### config.mk
export PLATFORM = sky130hd
export DESIGN_NAME = mem_port_arbiter
export DESIGN_NICKNAME = d
export VERILOG_FILES = /design/src/rtl/mem_port_arbiter.sv
export SDC_FILE = /design/constraint.sdc
export NUM_CORES = 1
export LEC_CHECK = 0
export BUFFER_PORTS_ARGS = -buffer_cell sky130_fd_sc_hd__buf_2
export CAP_MARGIN = 25
export CORE_AREA = 2 2 116 118
export DETAILED_ROUTE_END_ITERATION = 16
export DIE_AREA = 0 0 118 120
export PLACE_DENSITY = 0.63
export SYNTH_ARGS = -nofsm -noshare
export SYNTH_HDL_FRONTEND = slang
export SYNTH_SLANG_ARGS = --single-unit
### constraint.sdc
create_clock -name clk -period 3.3 [get_ports clk]
set_input_delay 0.165 -clock clk [delete_from_list [all_inputs] [get_ports clk]]
set_output_delay 0.165 -clock clk [all_outputs]
set_load 0.005 [all_outputs]
### src/rtl/mem_port_arbiter.sv
// Round-robin arbiter sharing one single-ported main memory between the
// instruction-fetch requester (read-only) and the data requester (read/write).
module mem_port_arbiter #(
  parameter int DEPTH = 2048
) (
  input  logic        clk,
  input  logic        rst_n,
  input  logic        if_req_valid,
  output logic        if_req_ready,
  input  logic [31:0] if_req_addr,
  output logic        if_rsp_valid,
  output logic [31:0] if_rsp_data,
  output logic        if_rsp_err,
  input  logic        if_rsp_ready,
  input  logic        d_req_valid,
  output logic        d_req_ready,
  input  logic [31:0] d_req_addr,
  input  logic        d_req_we,
  input  logic [31:0] d_req_wdata,
  output logic        d_rsp_valid,
  output logic [31:0] d_rsp_data,
  output logic        d_rsp_err,
  input  logic        d_rsp_ready,
  output logic [31:0] mem_read_address,
  input  logic [31:0] mem_read_data,
  output logic [31:0] mem_write_address,
  output logic [31:0] mem_write_data,
  output logic        mem_write_enable
);

  localparam logic PREFER_IF = 1'b0;
  localparam logic PREFER_D  = 1'b1;

  logic rr_ptr;
  logic if_free, d_free;
  logic if_elig, d_elig;
  logic grant_if, grant_d;
  logic if_in_range, d_in_range;

  // Handshakes: a transfer happens on the cycle valid && ready are both high;
  // requests hold still while waiting, and a response stays put until its ready.
  assign if_free     = !if_rsp_valid || if_rsp_ready;
  assign d_free      = !d_rsp_valid || d_rsp_ready;
  assign if_elig     = if_req_valid && if_free;
  assign d_elig      = d_req_valid && d_free;
  assign if_in_range = if_req_addr < 32'(DEPTH);
  assign d_in_range  = d_req_addr < 32'(DEPTH);

  // Gating with rst_n keeps a write from landing while reset is asserted.
  assign grant_if = rst_n && if_elig && (!d_elig || (rr_ptr == PREFER_IF));
  assign grant_d  = rst_n && d_elig && (!if_elig || (rr_ptr == PREFER_D));

  assign if_req_ready = grant_if;
  assign d_req_ready  = grant_d;

  always_comb begin
    mem_read_address = '0;
    if (grant_if) begin
      mem_read_address = if_req_addr;
    end else if (grant_d) begin
      mem_read_address = d_req_addr;
    end
  end

  assign mem_write_address = d_req_addr;
  assign mem_write_data    = d_req_wdata;
  assign mem_write_enable  = grant_d && d_req_we && d_in_range;

  always_ff @(posedge clk or negedge rst_n) begin
    if (!rst_n) begin
      rr_ptr <= PREFER_IF;
    end else if (grant_if) begin
      rr_ptr <= PREFER_D;
    end else if (grant_d) begin
      rr_ptr <= PREFER_IF;
    end
  end

  always_ff @(posedge clk or negedge rst_n) begin
    if (!rst_n) begin
      if_rsp_valid <= 1'b0;
      if_rsp_data  <= '0;
      if_rsp_err   <= 1'b0;
    end else if (grant_if) begin
      if_rsp_valid <= 1'b1;
      if_rsp_data  <= if_in_range ? mem_read_data : '0;
      if_rsp_err   <= !if_in_range;
    end else if (if_rsp_ready) begin
      if_rsp_valid <= 1'b0;
      if_rsp_data  <= '0;
      if_rsp_err   <= 1'b0;
    end
  end

  // Writes answer with zero data; only reads return the memory word.
  always_ff @(posedge clk or negedge rst_n) begin
    if (!rst_n) begin
      d_rsp_valid <= 1'b0;
      d_rsp_data  <= '0;
      d_rsp_err   <= 1'b0;
    end else if (grant_d) begin
      d_rsp_valid <= 1'b1;
      d_rsp_data  <= (d_in_range && !d_req_we) ? mem_read_data : '0;
      d_rsp_err   <= !d_in_range;
    end else if (d_rsp_ready) begin
      d_rsp_valid <= 1'b0;
      d_rsp_data  <= '0;
      d_rsp_err   <= 1'b0;
    end
  end

endmodule

-- Word level (Yosys, flattened, before mapping)
Cells that the tools add are included.
- bits in registers: 69
- memory bits (read-only): 0
- word-level logic and storage cells: 49
- memory bits (writable): 0
- bits of input ports: 135
- latch bits: 0
- memories kept: 0
- output and inout port bits: 167
- reduce and logical (&&, ||, !) cells: 23
- mux-type cells: 16
- bitwise gates (word level): 1
- shift operators: 0
- order comparisons: 2
- add/sub/neg operators: 0
- multipliers: 0
- div/mod/pow operators: 0
- equal/unequal tests: 0
- operators with widths (operator ; count):
    $mux 32 ; 8
    $lt 32x12->1 const B ; 2
    $logic_and 1x1->1 ; 9
    $mux 1 ; 8
    $logic_not 1->1 ; 7
    $reduce_bool 2->1 ; 3
    $logic_or 1x1->1 ; 4
    $not 1->1 ; 1

-- Depth between registers and ports, before layout
Gate-level depths: netlist of run 1.
- depth after elaboration: 8
- mapped depth: 6
- depth with buffers taken out: 5

-- Worst setup path after synthesis of run 1
OpenSTA, ideal clock, no wires.
- path kind: reg2out
- start point: register d_rsp_valid
- end point: output mem_read_address[23]
- buffers on the path: 1
- setup slack: 1.761 ns
- stages on the path, launching flop included: 6
- data arrival time: 1.374 ns
- data required time: 3.135 ns
- path through: dfrtp_1 -> nor2b_1 -> o211ai_2 -> nor2_1 -> buf_2 -> a22o_1
- longest elaborated chain between the ends: 7
- elaborated cells between the ends (all ways): 10
- classes of those cells: 2 x mux; 8 x reduce/logical
- RTL lines (what ; line ; text):
    start, declared ; 20 ; output logic d_rsp_valid,
    start signal, assigned ; 98 ; d_rsp_valid <= 1'b0;
    start signal, assigned ; 102 ; d_rsp_valid <= 1'b1;
    start signal, assigned ; 106 ; d_rsp_valid <= 1'b0;
    $logic_not 1->1 ; 43 ; assign d_free = !d_rsp_valid || d_rsp_ready;
    $logic_or 1x1->1 ; 43 ;
    $logic_and 1x1->1 ; 45 ; assign d_elig = d_req_valid && d_free;
    $logic_not 1->1 ; 50 ; assign grant_if = rst_n && if_elig && (!d_elig || (rr_ptr == PREFER_IF));
    $logic_or 1x1->1 ; 50 ;
    $logic_and 1x1->1 ; 50 ;
    named net if_req_ready ; 9 ; output logic if_req_ready,
    $mux 32 ; 58 ; if (grant_if) begin
    end, declared ; 24 ; output logic [31:0] mem_read_address,
The timed path passes the listed nets, and every way through them passes these cells.

-- Final worst setup path of run 1
- start point: register if_rsp_valid
- end point: output mem_read_address[15]
- longest elaborated chain between the ends: 8
- elaborated cells between the ends (all ways): 10
- classes of those cells: 2 x mux; 8 x reduce/logical
- RTL lines (what ; line ; text):
    start, declared ; 11 ; output logic if_rsp_valid,
    start signal, assigned ; 81 ; if_rsp_valid <= 1'b0;
    start signal, assigned ; 85 ; if_rsp_valid <= 1'b1;
    start signal, assigned ; 89 ; if_rsp_valid <= 1'b0;
    $logic_not 1->1 * ; 42 ; assign if_free = !if_rsp_valid || if_rsp_ready;
    $logic_or 1x1->1 * ; 42 ;
    $logic_and 1x1->1 * ; 44 ; assign if_elig = if_req_valid && if_free;
    $logic_not 1->1 ; 51 ; assign grant_d = rst_n && d_elig && (!if_elig || (rr_ptr == PREFER_D));
    $logic_or 1x1->1 ; 51 ;
    $logic_and 1x1->1 ; 51 ;
    $mux 32 ; 60 ; end else if (grant_d) begin
    $mux 32 * ; 58 ;
Mark *: on every way between the ends. The rest lies on a longest branch, timed or not.

==> out/results.txt, run 1 <==
CTS root buf -> clkbuf_16
H-tree depth -> 3
Critical path arrival -> 2030 ps
Num Clock Sinks -> 69
Peak Freq -> 456.1 MHz
Place WS -> 1202 ps
Biggest area consumer among synthesized cells -> dfrtp_1
Net count of the mapped netlist -> 424
#FFs+latches synth -> 69
Post-detailed-routing wire length -> 10920 um
I/O pin count -> 302
Multi-input gate area -> 0.001137 sq mm
Worst vdd ir -> 0.0002707 V
CTS tree -> done
Worst-Skew Late Latency -> 320 ps
R2R cell count -> 6
WHS Endpoint -> if_rsp_data[22]
Number of global-route vias before repair -> 3027
Via/cell ratio -> 4.847
Area Growth Syn to Fin -> 34.28%
PD cells -> 452.7 mW/mm^2
Final slew viol count -> 0
Die ar. -> 0.01416 sq mm
Setup TNS -> 0 ps
Port buffer count -> 237
Worst reg-to-reg setup slack -> 1250 ps
Ys flop type -> dfrtp_1
Fin crit period -> 2192 ps
Gate Count Post-Synth -> 289
RSZ-0062 raised after global routing -> false
Pleak -> 2.627 nW
Max Cap Violations -> 0
Final ANT Viol Nets -> 0
Die height -> 120 um
Fillers -> 1328
Iteration-0 DRC Markers -> 267
DR pass1 iterations -> 4
Avg WL per Cell -> 17.06 um
GRT Resource Usage Total -> 14.71%
Worst hold start -> mem_read_data[22]
Post-synth top area share -> 50.22%
Critical-path maximum fanout -> 35
Placer Congestion -> 0.9072
Via count -> 3102
FF-to-FF Start -> if_rsp_valid
Worst slew pin tran -> 832.8 ps
Status -> finished clean
CP required -> 3130 ps
Pin count of the biggest net entering global routing -> 68
R2R Path End -> d_rsp_data[6]
Initial Util -> 26.49%
FFs w/ async S/R, synth -> 100.0%
Yosys warning count -> 0
CP endpoint kind -> output port
Final Total Pwr -> 2.090 mW
Core area -> 0.01298 sq mm
Final Skew -> 6.956 ps
Post-synth EDFFs -> 0
Hold Path Class -> in -> reg
Slew HR -> 44.48%
CTS Buf Count -> 9
Final worst slack -> 1108 ps
Synth cell count leaders -> a22o_1, dfrtp_1, buf_4
Seq/Total Area, Yosys -> 50.22%
Hold path depth -> 2
# diodes -> 0
Die width -> 118 um
Drt drc -> 0
Final Hold Fails -> 0
Setup violators final -> 0
First-pass GRT wire length -> 16540 um
Mean Syn Cell Area -> 11.90 sq um
Fin crit share -> 66.43%
Top-count cell post-synth -> a22o_1
Register Area -> 0.001727 sq mm
Dpl hpwl -> 8231 um
Grt ovf -> 0
Post_cts resized -> 0
Clk pin slew, worst setup/hold paths -> 60 ps
Row cnt -> 42
Post-Syn Area -> 0.003438 sq mm
Initial antenna violation count -> 0
Synth area leaders -> dfrtp_1, a22o_1, buf_4
Share of cells above drive strength 1 -> 57.54%
Nets -> 595
Cell variety after synth -> 25
CP Class -> reg -> out
Longest Clk Path Bufs -> 2
Critical Path Start Type -> register
==> worst max path at each step <==
| stage | start | endpoint | slack (ps) | cells after the start |
|---|---|---|---|---|
| finish | if_rsp_valid | mem_read_address[15] | 1110 | 5 |
| global placement | d_req_addr[30] | d_rsp_data[28] | 1300 | 5 |
| floorplan | d_rsp_valid | mem_read_address[23] | 1760 | 5 |
| global route | if_rsp_valid | mem_read_address[15] | 970 | 5 |
| detailed placement | d_req_addr[30] | d_rsp_data[18] | 1200 | 5 |
| CTS | if_rsp_valid | mem_read_address[15] | 1100 | 5 |
==> power breakdown <==
| part | total [mW] | switching (mW) | internal [mW] |
|---|---|---|---|
| sequential | 0.861 | 0.00586 | 0.855 |
| combinational | 0.286 | 0.159 | 0.128 |
| clock | 0.943 | 0.362 | 0.580 |
| total | 2.09 | 0.527 | 1.56 |
==> layout by cell type, fill, tap and decap left out <==
cell	n
clkinvlp_4	2
nor3_1	3
and4_1	1
inv_6	1
o211ai_2	1
a21oi_1	1
buf_2	236
a31oi_1	1
nor4_1	8
nand2b_1	3
nor2_2	2
nand2_1	4
nor4_4	1
nand4_1	2
bufinv_16	1
clkbuf_16	9
nor2_1	3
dlygate4sd3_1	1
o21ai_0	2
buf_4	6
nor2b_1	2
clkinv_2	2
dfrtp_1	69
nor2b_4	1
inv_2	1
o21ba_2	2
nor4bb_4	1
o2111ai_4	1
inv_1	1
a22o_1	96
==> per-layer routing <==
metal | track usage, % | vias up | share of wire, %
met3 | 5.181 | 14 | 9.2
met2 | 21.51 | 175 | 46
met4 | 5.196 | 0 | 0.92
met1 | 20.09 | 1543 | 43
li1 | - | 1370 | -
met5 | 0 | - | 0
==> cell families after synthesis <==
kind of cell / after synthesis / share of synthesized area (%)
compound gates: 104 / 26.78
buf+inv: 85 / 17.29
flops: 69 / 50.22
simple gates: 31 / 5.713
==> state kept, by name, summed over array words and instances (netlist names) <==
signal        flops
d_rsp_data       32
if_rsp_data      32
d_rsp_err         1
d_rsp_valid       1
if_rsp_err        1
if_rsp_valid      1
rr_ptr            1
==> worst max-delay path: stages (launching register included) <==
cell and delay, ps:
dfrtp_1 370, nor2b_4 250, o2111ai_4 190, inv_2 490
a22o_1 260, buf_2 120
==> per-stage QoR <==
step                      hold WS [ps]  cell area [sq um]  cells  utilization (%)
after global routing             71.81               4617    640            35.57
final                            73.28               4617    640            35.57
after global placement          -13.80               4318    624            33.27
after CTS                        60.04               4617    640            35.57
after floorplan                 -130.6               3438    289                -
after detailed placement        -10.27               4318    624            33.27
==> what timing repair did <==
action | in CTS | in global routing
setup endpoints to repair | 0 | 0
hold endpoints to repair | 2 | 0
hold buffers | 1 | 0
buffers inserted | 0 | 0
==> cell type report <==
class,instances,area share (%)
clock inverter,6,1.382
clock buffer,9,4.878
timing repair buffer,243,26.78
inverter,2,0.1626
multi-input combinational,135,24.63
sequential,69,37.40
tap,176,4.770
Note: power is estimated with default switching activity, not from simulation.
==> inputs of run 2 (changes only) <==
--- a/config.mk
+++ b/config.mk
@@ -5,12 +5,13 @@
 export SDC_FILE = /design/constraint.sdc
 export NUM_CORES = 1
 export LEC_CHECK = 0
+export ABC_AREA = 1
 export BUFFER_PORTS_ARGS = -buffer_cell sky130_fd_sc_hd__buf_2
 export CAP_MARGIN = 25
 export CORE_AREA = 2 2 116 118
 export DETAILED_ROUTE_END_ITERATION = 16
 export DIE_AREA = 0 0 118 120
-export PLACE_DENSITY = 0.63
+export PLACE_DENSITY = 0.69
 export SYNTH_ARGS = -nofsm -noshare
 export SYNTH_HDL_FRONTEND = slang
 export SYNTH_SLANG_ARGS = --single-unit
==> constraint.sdc (replaced) <==
create_clock -name clk -period 2.1 [get_ports clk]
set_input_delay 0.105 -clock clk [delete_from_list [all_inputs] [get_ports clk]]
set_output_delay 0.105 -clock clk [all_outputs]
set_load 0.005 [all_outputs]
==> out/results.txt, run 2 <==
Placer Congestion -> 0.8816 (-2.8%)
Die width -> 118 um (unchanged)
CP required -> 2000 ps (-1130 ps)
FFs w/ async S/R, synth -> 100.0% (unchanged)
Net count of the mapped netlist -> 716 (+69%)
Worst slew pin tran -> 749.0 ps (-83.80 ps)
Hold path depth -> 3 (+1)
Fillers -> 1354 (+2.0%)
Port buffer count -> 237 (unchanged)
Row cnt -> 42 (unchanged)
RSZ-0062 raised after global routing -> false
Fin crit share -> 93.48%
CP cell instances -> dlygate4sd3_1, buf_4, inv_1, nor2_2, nand2_2, inv_6, nand2_1, nand2_1, buf_2
Nets -> 883 (+48%)
Critical Path Start Type -> input pin
WHS Endpoint -> if_rsp_data[12]
I/O pin count -> 302 (unchanged)
Cell variety after synth -> 20 (-20%)
Area Growth Syn to Fin -> 29.89%
Worst-Skew Late Latency -> 330 ps (about the same)
Crit path top cell by count -> nand2_1
Yosys warning count -> 0 (unchanged)
Hold slack -> 14.62 ps (-58.66 ps)
Crit-path max cell delay -> 560 ps (+70 ps)
Worst reg-to-reg setup slack -> 610 ps (-640 ps)
CP Class -> in -> out
Gate Count Post-Synth -> 581 (+100%)
Setup violators final -> 0 (unchanged)
Drt drc -> 0 (unchanged)
Largest regs -> d_rsp_data: 32 flops, if_rsp_data: 32 flops
Seq/Total Area, Yosys -> 41.88% (-8.3 points)
Via count -> 4275 (+38%)
Top-count cell post-synth -> nand2_1
Dpl hpwl -> 10070 um (+22%)
Dpl cell area -> 0.004987 sq mm (+16%)
Pin count of the biggest net entering global routing -> 65 (-4.4%)
Final Skew -> 4.811 ps (-2.145 ps)
CTS root buf -> clkbuf_16
Initial Util -> 31.76% (+5.3 points)
GRT Resource Usage Total -> 19.83% (+5.1 points)
Final worst slack -> 136.9 ps (-970.8 ps)
Fin crit period -> 1963 ps
Most common library cell in the layout ignoring fill and taps -> buf_2
Final Hold Fails -> 0 (unchanged)
Num Clock Sinks -> 69 (unchanged)
Critical-path maximum fanout -> 34 (-2.9%)
Worst hold start -> mem_read_data[12]
Worst vdd ir -> 0.0004233 V (+56%)
Mean Syn Cell Area -> 7.096 sq um (-40%)
Share of cells above drive strength 1 -> 36.39% (-21 points)
Grt ovf -> 0 (unchanged)
R2R Path End -> d_rsp_data[7]
R2R cell count -> 9 (+3)
# diodes -> 0 (unchanged)
Final slew viol count -> 0 (unchanged)
Crit-path slowest cell -> dlygate4sd3_1
Most frequent cells in the layout -> buf_2, nand2_1, nand3_1, dfrtp_1, nor2_1
Peak Freq -> 509.4 MHz
PD cells -> 663.6 mW/mm^2 (+47%)
Final ANT Viol Nets -> 0 (unchanged)
Core area -> 0.01298 sq mm (unchanged)
Register Area -> 0.001727 sq mm (unchanged)
Clk pin slew, worst setup/hold paths -> 60 ps (about the same)
Final Non-Filler Cells -> 929 (+45%)
Critical path arrival -> 1860 ps (-170 ps)
First-pass GRT wire length -> 22010 um (+33%)
Post-synth top area share -> 41.88% (-8.3 points)
FF-to-FF Start -> d_rsp_valid
Number of global-route vias before repair -> 4044 (+34%)
CTS Buf Count -> 9 (unchanged)
Die ar. -> 0.01416 sq mm (unchanged)
DR pass1 iterations -> 5 (+1)
Fin area -> 0.005355 sq mm (+16%)
Multi-input gate area -> 0.001594 sq mm (+40%)
Synth area leaders -> dfrtp_1, nand2_1, nand3_1
CTS tree -> done
Max Cap Violations -> 0 (unchanged)
Post-CTS Setup Bufs -> 0 (unchanged)
Post-detailed-routing wire length -> 13930 um (+28%)
Initial antenna violation count -> 0 (unchanged)
Synth cell count leaders -> nand2_1, nand3_1, dfrtp_1
Place WS -> 544.6 ps (-657.1 ps)
Dpl cells -> 909 (+46%)
Iteration-0 DRC Markers -> 387 (+45%)
H-tree depth -> 3 (unchanged)
Status -> finished clean
Avg WL per Cell -> 14.99 um (-12%)
Biggest area consumer among synthesized cells -> dfrtp_1
Hold Path Class -> in -> reg
Pleak -> 3.437 nW (+31%)
Via/cell ratio -> 4.602 (-5.1%)
Longest Clk Path Bufs -> 2 (unchanged)
Setup crit start -> rst_n
Setup TNS -> 0 ps (unchanged)
Die height -> 120 um (unchanged)
CP endpoint kind -> output port
Post-Syn Area -> 0.004123 sq mm (+20%)
#FFs+latches synth -> 69 (unchanged)
Ys flop type -> dfrtp_1
Post-synth EDFFs -> 0 (unchanged)
Slew HR -> 50.07% (+5.6 points)
-- run 2: changes by cell type in the layout (fill, tap and decap cells not counted), moves of 3 or more --
cell / delta
dlygate4sd3_1: +3
nand3_1: +101
nor2_1: +53
nand2b_1: -3
nand2_1: +203
nor4_1: -8
buf_12: +3
a22o_1: -96
inv_1: +36
nand2_2: +3
-- run 2: layer usage --
layer,wire length (um),global-route usage (%)
met1,6362,27.01
met2,6285,30.74
met3,1014,4.895
met4,267,6.852
met5,0,0
-- run 2: where the power goes --
part           switching [mW]  total [mW]  internal (mW)
logic                   0.337       0.549          0.212
clock network           0.584        1.65           1.07
registers             0.00745        1.35           1.34
-- run 2: area by class of cell --
class                           instances  area share, %
Timing Repair Buffer                  250          24.91
Sequential cell                        69          32.24
Multi-Input combinational cell        378          29.77
Clock buffer                           10          4.463
Tap cell                              176          4.112
Clock inverter                          6          1.612
Inverter                               40          2.897
-- run 2: kinds of logic after synthesis --
family,Yosys count,share of synthesized area [%]
compound gates,3,0.3946
simple gates,375,38.27
flops,69,41.88
buf+inv,134,19.45
-- run 2: worst max-delay path, delay by kind of cell --
| family | cells | cell delay (ps) |
|---|---|---|
| buf+inv | 5 | 1240 |
| simple gates | 4 | 500 |
-- run 2: timing repair --
action                                  in CTS  in global routing
hold buffers                                 4                  0
gates resized for setup                      0                  1
endpoints found under the setup margin       0                  1
hold endpoints to repair                    15                  0
-- run 2: how the worst max path moves through the flow --
stage,cells past startpoint,end,slack [ps]
after floorplan,8,d_rsp_data[0],870
after global placement,9,d_rsp_data[2],610
after detailed placement,9,d_rsp_data[28],540
after CTS,9,mem_read_address[29],60
after global routing,9,mem_read_address[29],6
final,9,mem_read_address[29],140
-- run 2: stage by stage --
step	power [mW]	utilization, %
finish	3.554	41.26
global route	3.720	41.26
CTS	3.597	41.24
detailed placement	1.921	38.42
global placement	1.921	38.42
floorplan	1.698	-
==> inputs of run 3 (changes only) <==
--- a/config.mk
+++ b/config.mk
@@ -12,6 +12,7 @@
 export DETAILED_ROUTE_END_ITERATION = 16
 export DIE_AREA = 0 0 118 120
 export PLACE_DENSITY = 0.69
+export RECOVER_POWER = 25
 export SYNTH_ARGS = -nofsm -noshare
 export SYNTH_HDL_FRONTEND = slang
 export SYNTH_SLANG_ARGS = --single-unit
==> out/results.txt, run 3 (synthesis gave the netlist of run 2 again) <==
Combinational Power Share -> 15.3% (about the same)
Max Cap Violations -> 0 (unchanged)
Initial Util -> 31.76% (unchanged)
Pint -> 2.618 mW (-0.27%)
RSZ-0062 raised after global routing -> false
Critical path arrival -> 1850 ps (about the same)
Status -> finished clean
Number of global-route vias before repair -> 4044 (unchanged)
Most common library cell in the layout ignoring fill and taps -> buf_2
Slew HR -> 50.17% (+0.11 points)
Via/cell ratio -> 4.604 (about the same)
GRT Resource Usage Total -> 19.83% (unchanged)
Critical-path maximum fanout -> 34 (unchanged)
Final Skew -> 4.892 ps (+0.08113 ps)
Register Area -> 0.001727 sq mm (unchanged)
CP Class -> in -> out
Worst vdd ir -> 0.0004229 V (about the same)
Final slew viol count -> 0 (unchanged)
DR pass1 iterations -> 5 (unchanged)
CTS Buf Count -> 9 (unchanged)
CP required -> 2000 ps (about the same)
Initial antenna violation count -> 0 (unchanged)
H-tree depth -> 3 (unchanged)
Row cnt -> 42 (unchanged)
Fin crit period -> 1953 ps (-9.701 ps)
Setup TNS -> 0 ps (unchanged)
Reg power frac -> 38.1% (about the same)
Fin crit share -> 93.02% (-0.46 points)
Core area -> 0.01298 sq mm (unchanged)
Setup violators final -> 0 (unchanged)
Die width -> 118 um (unchanged)
Post-detailed-routing wire length -> 13910 um (-0.11%)
Final Total Pwr -> 3.546 mW (-0.22%)
CTS tree -> done
Clk pwr share -> 46.6% (about the same)
Iteration-0 DRC Markers -> 387 (unchanged)
Final Hold Fails -> 0 (unchanged)
Longest Clk Path Bufs -> 2 (unchanged)
Share of cells above drive strength 1 -> 32.93% (-3.5 points)
Area Growth Syn to Fin -> 29.10%
Worst slew pin tran -> 747.4 ps (-1.597 ps)
Fillers -> 1373 (+1.4%)
# diodes -> 0 (unchanged)
Dpl hpwl -> 10070 um (unchanged)
Peak Freq -> 511.9 MHz (+0.50%)
Die ar. -> 0.01416 sq mm (unchanged)
CP endpoint kind -> output port
Worst reg-to-reg setup slack -> 610 ps (about the same)
I/O pin count -> 302 (unchanged)
Drt drc -> 0 (unchanged)
Grt ovf -> 0 (unchanged)
Hold Path Class -> in -> reg
Multi-input gate area -> 0.001594 sq mm (unchanged)
Switch share -> 26.18% (+0.037 points)
PD cells -> 666.2 mW/mm^2 (+0.39%)
Nets -> 883 (unchanged)
Worst-Skew Late Latency -> 330 ps (about the same)
Post-CTS Setup Bufs -> 0 (unchanged)
Pleak -> 3.366 nW (-2.1%)
Avg WL per Cell -> 14.98 um (-0.11%)
Num Clock Sinks -> 69 (unchanged)
Placer Congestion -> 0.8816 (unchanged)
Final ANT Viol Nets -> 0 (unchanged)
Clk pin slew, worst setup/hold paths -> 60 ps (about the same)
Port buffer count -> 237 (unchanged)
Net Switching -> 0.9282 mW (about the same)
Die height -> 120 um (unchanged)
First-pass GRT wire length -> 22010 um (unchanged)
Critical Path Start Type -> input pin
CTS root buf -> clkbuf_16
Largest regs -> d_rsp_data: 32 flops, if_rsp_data: 32 flops
Pin count of the biggest net entering global routing -> 65 (unchanged)
Via count -> 4277 (+0.047%)
Most frequent cells in the layout -> buf_2, nand2_1, nand3_1, dfrtp_1, nor2_1
==> run 3: cell types whose count changed in the layout (fill, tap and decap cells not counted) <==
cell | previous run | this run
buf_2 | 236 | 210
clkbuf_1 | 0 | 26
==> run 3: timing repair <==
action	CTS	global route
resized for setup	0	1
hold endpoints to repair	15	0
hold buffers	4	0
endpoints found under the setup margin	0	1
==> run 3: final timing paths <==
kind / start / to / depth (start not counted)
min in group asynchronous: rst_n / if_rsp_valid / 2
worst min-delay path: mem_read_data[12] / if_rsp_data[12] / 3
max in group asynchronous: rst_n / if_rsp_data[21] / 3
worst min register to register: d_rsp_err / d_rsp_err / 2
worst max-delay path: rst_n / mem_read_address[29] / 9
worst max register to register: d_rsp_valid / d_rsp_data[7] / 9
==> run 3: per-layer routing <==
metal / share of wire, % / routed length (um) / global-route usage [%] / up-vias
met1: 46 / 6334 / 27.01 / 2010
li1: - / - / - / 2066
met5: 0 / 0 / 0 / -
met3: 7.3 / 1017 / 4.895 / 19
met2: 45 / 6329 / 30.74 / 182
met4: 1.7 / 231 / 6.852 / 0
==> run 3: final cells by class <==
cell class / count / area share, %
sequential: 69 / 32.44
multi-input combinational: 378 / 29.95
tap: 176 / 4.137
clock buffer: 10 / 4.490
inverter: 40 / 2.915
clock inverter: 6 / 1.622
timing repair buffer: 250 / 24.45
==> run 3: power by group through the flow <==
stage / registers [mW] / logic [mW] / clock network [mW]
5_1_grt: 1.35 / 0.604 / 1.76
6_report: 1.35 / 0.542 / 1.65
4_1_cts: 1.35 / 0.553 / 1.69
3_3_place_gp: 1.37 / 0.546 / 0
3_5_place_dp: 1.38 / 0.545 / 0
2_1_floorplan: 1.38 / 0.322 / 0
==> run 3: worst max-delay path, stage by stage <==
cell and delay [ps]:
dlygate4sd3_1 560, buf_4 250, inv_1 80, nor2_2 140, nand2_2 110, inv_6 240, nand2_1 140, nand2_1 100
buf_2 110
==> run 3: metrics by stage <==
step | setup WS (ps) | cells | hold slack (ps) | area (sq um) | util, %
6_report | 146.6 | 929 | 14.54 | 5323 | 41.01
3_5_place_dp | 544.6 | 909 | -24.83 | 4987 | 38.42
5_1_grt | 5.950 | 929 | 22.94 | 5323 | 41.01
4_1_cts | 63.80 | 929 | 0.1378 | 5353 | 41.24
2_1_floorplan | 873.8 | 581 | -190.6 | 4123 | -
3_3_place_gp | 610.2 | 909 | -24.14 | 4987 | 38.42
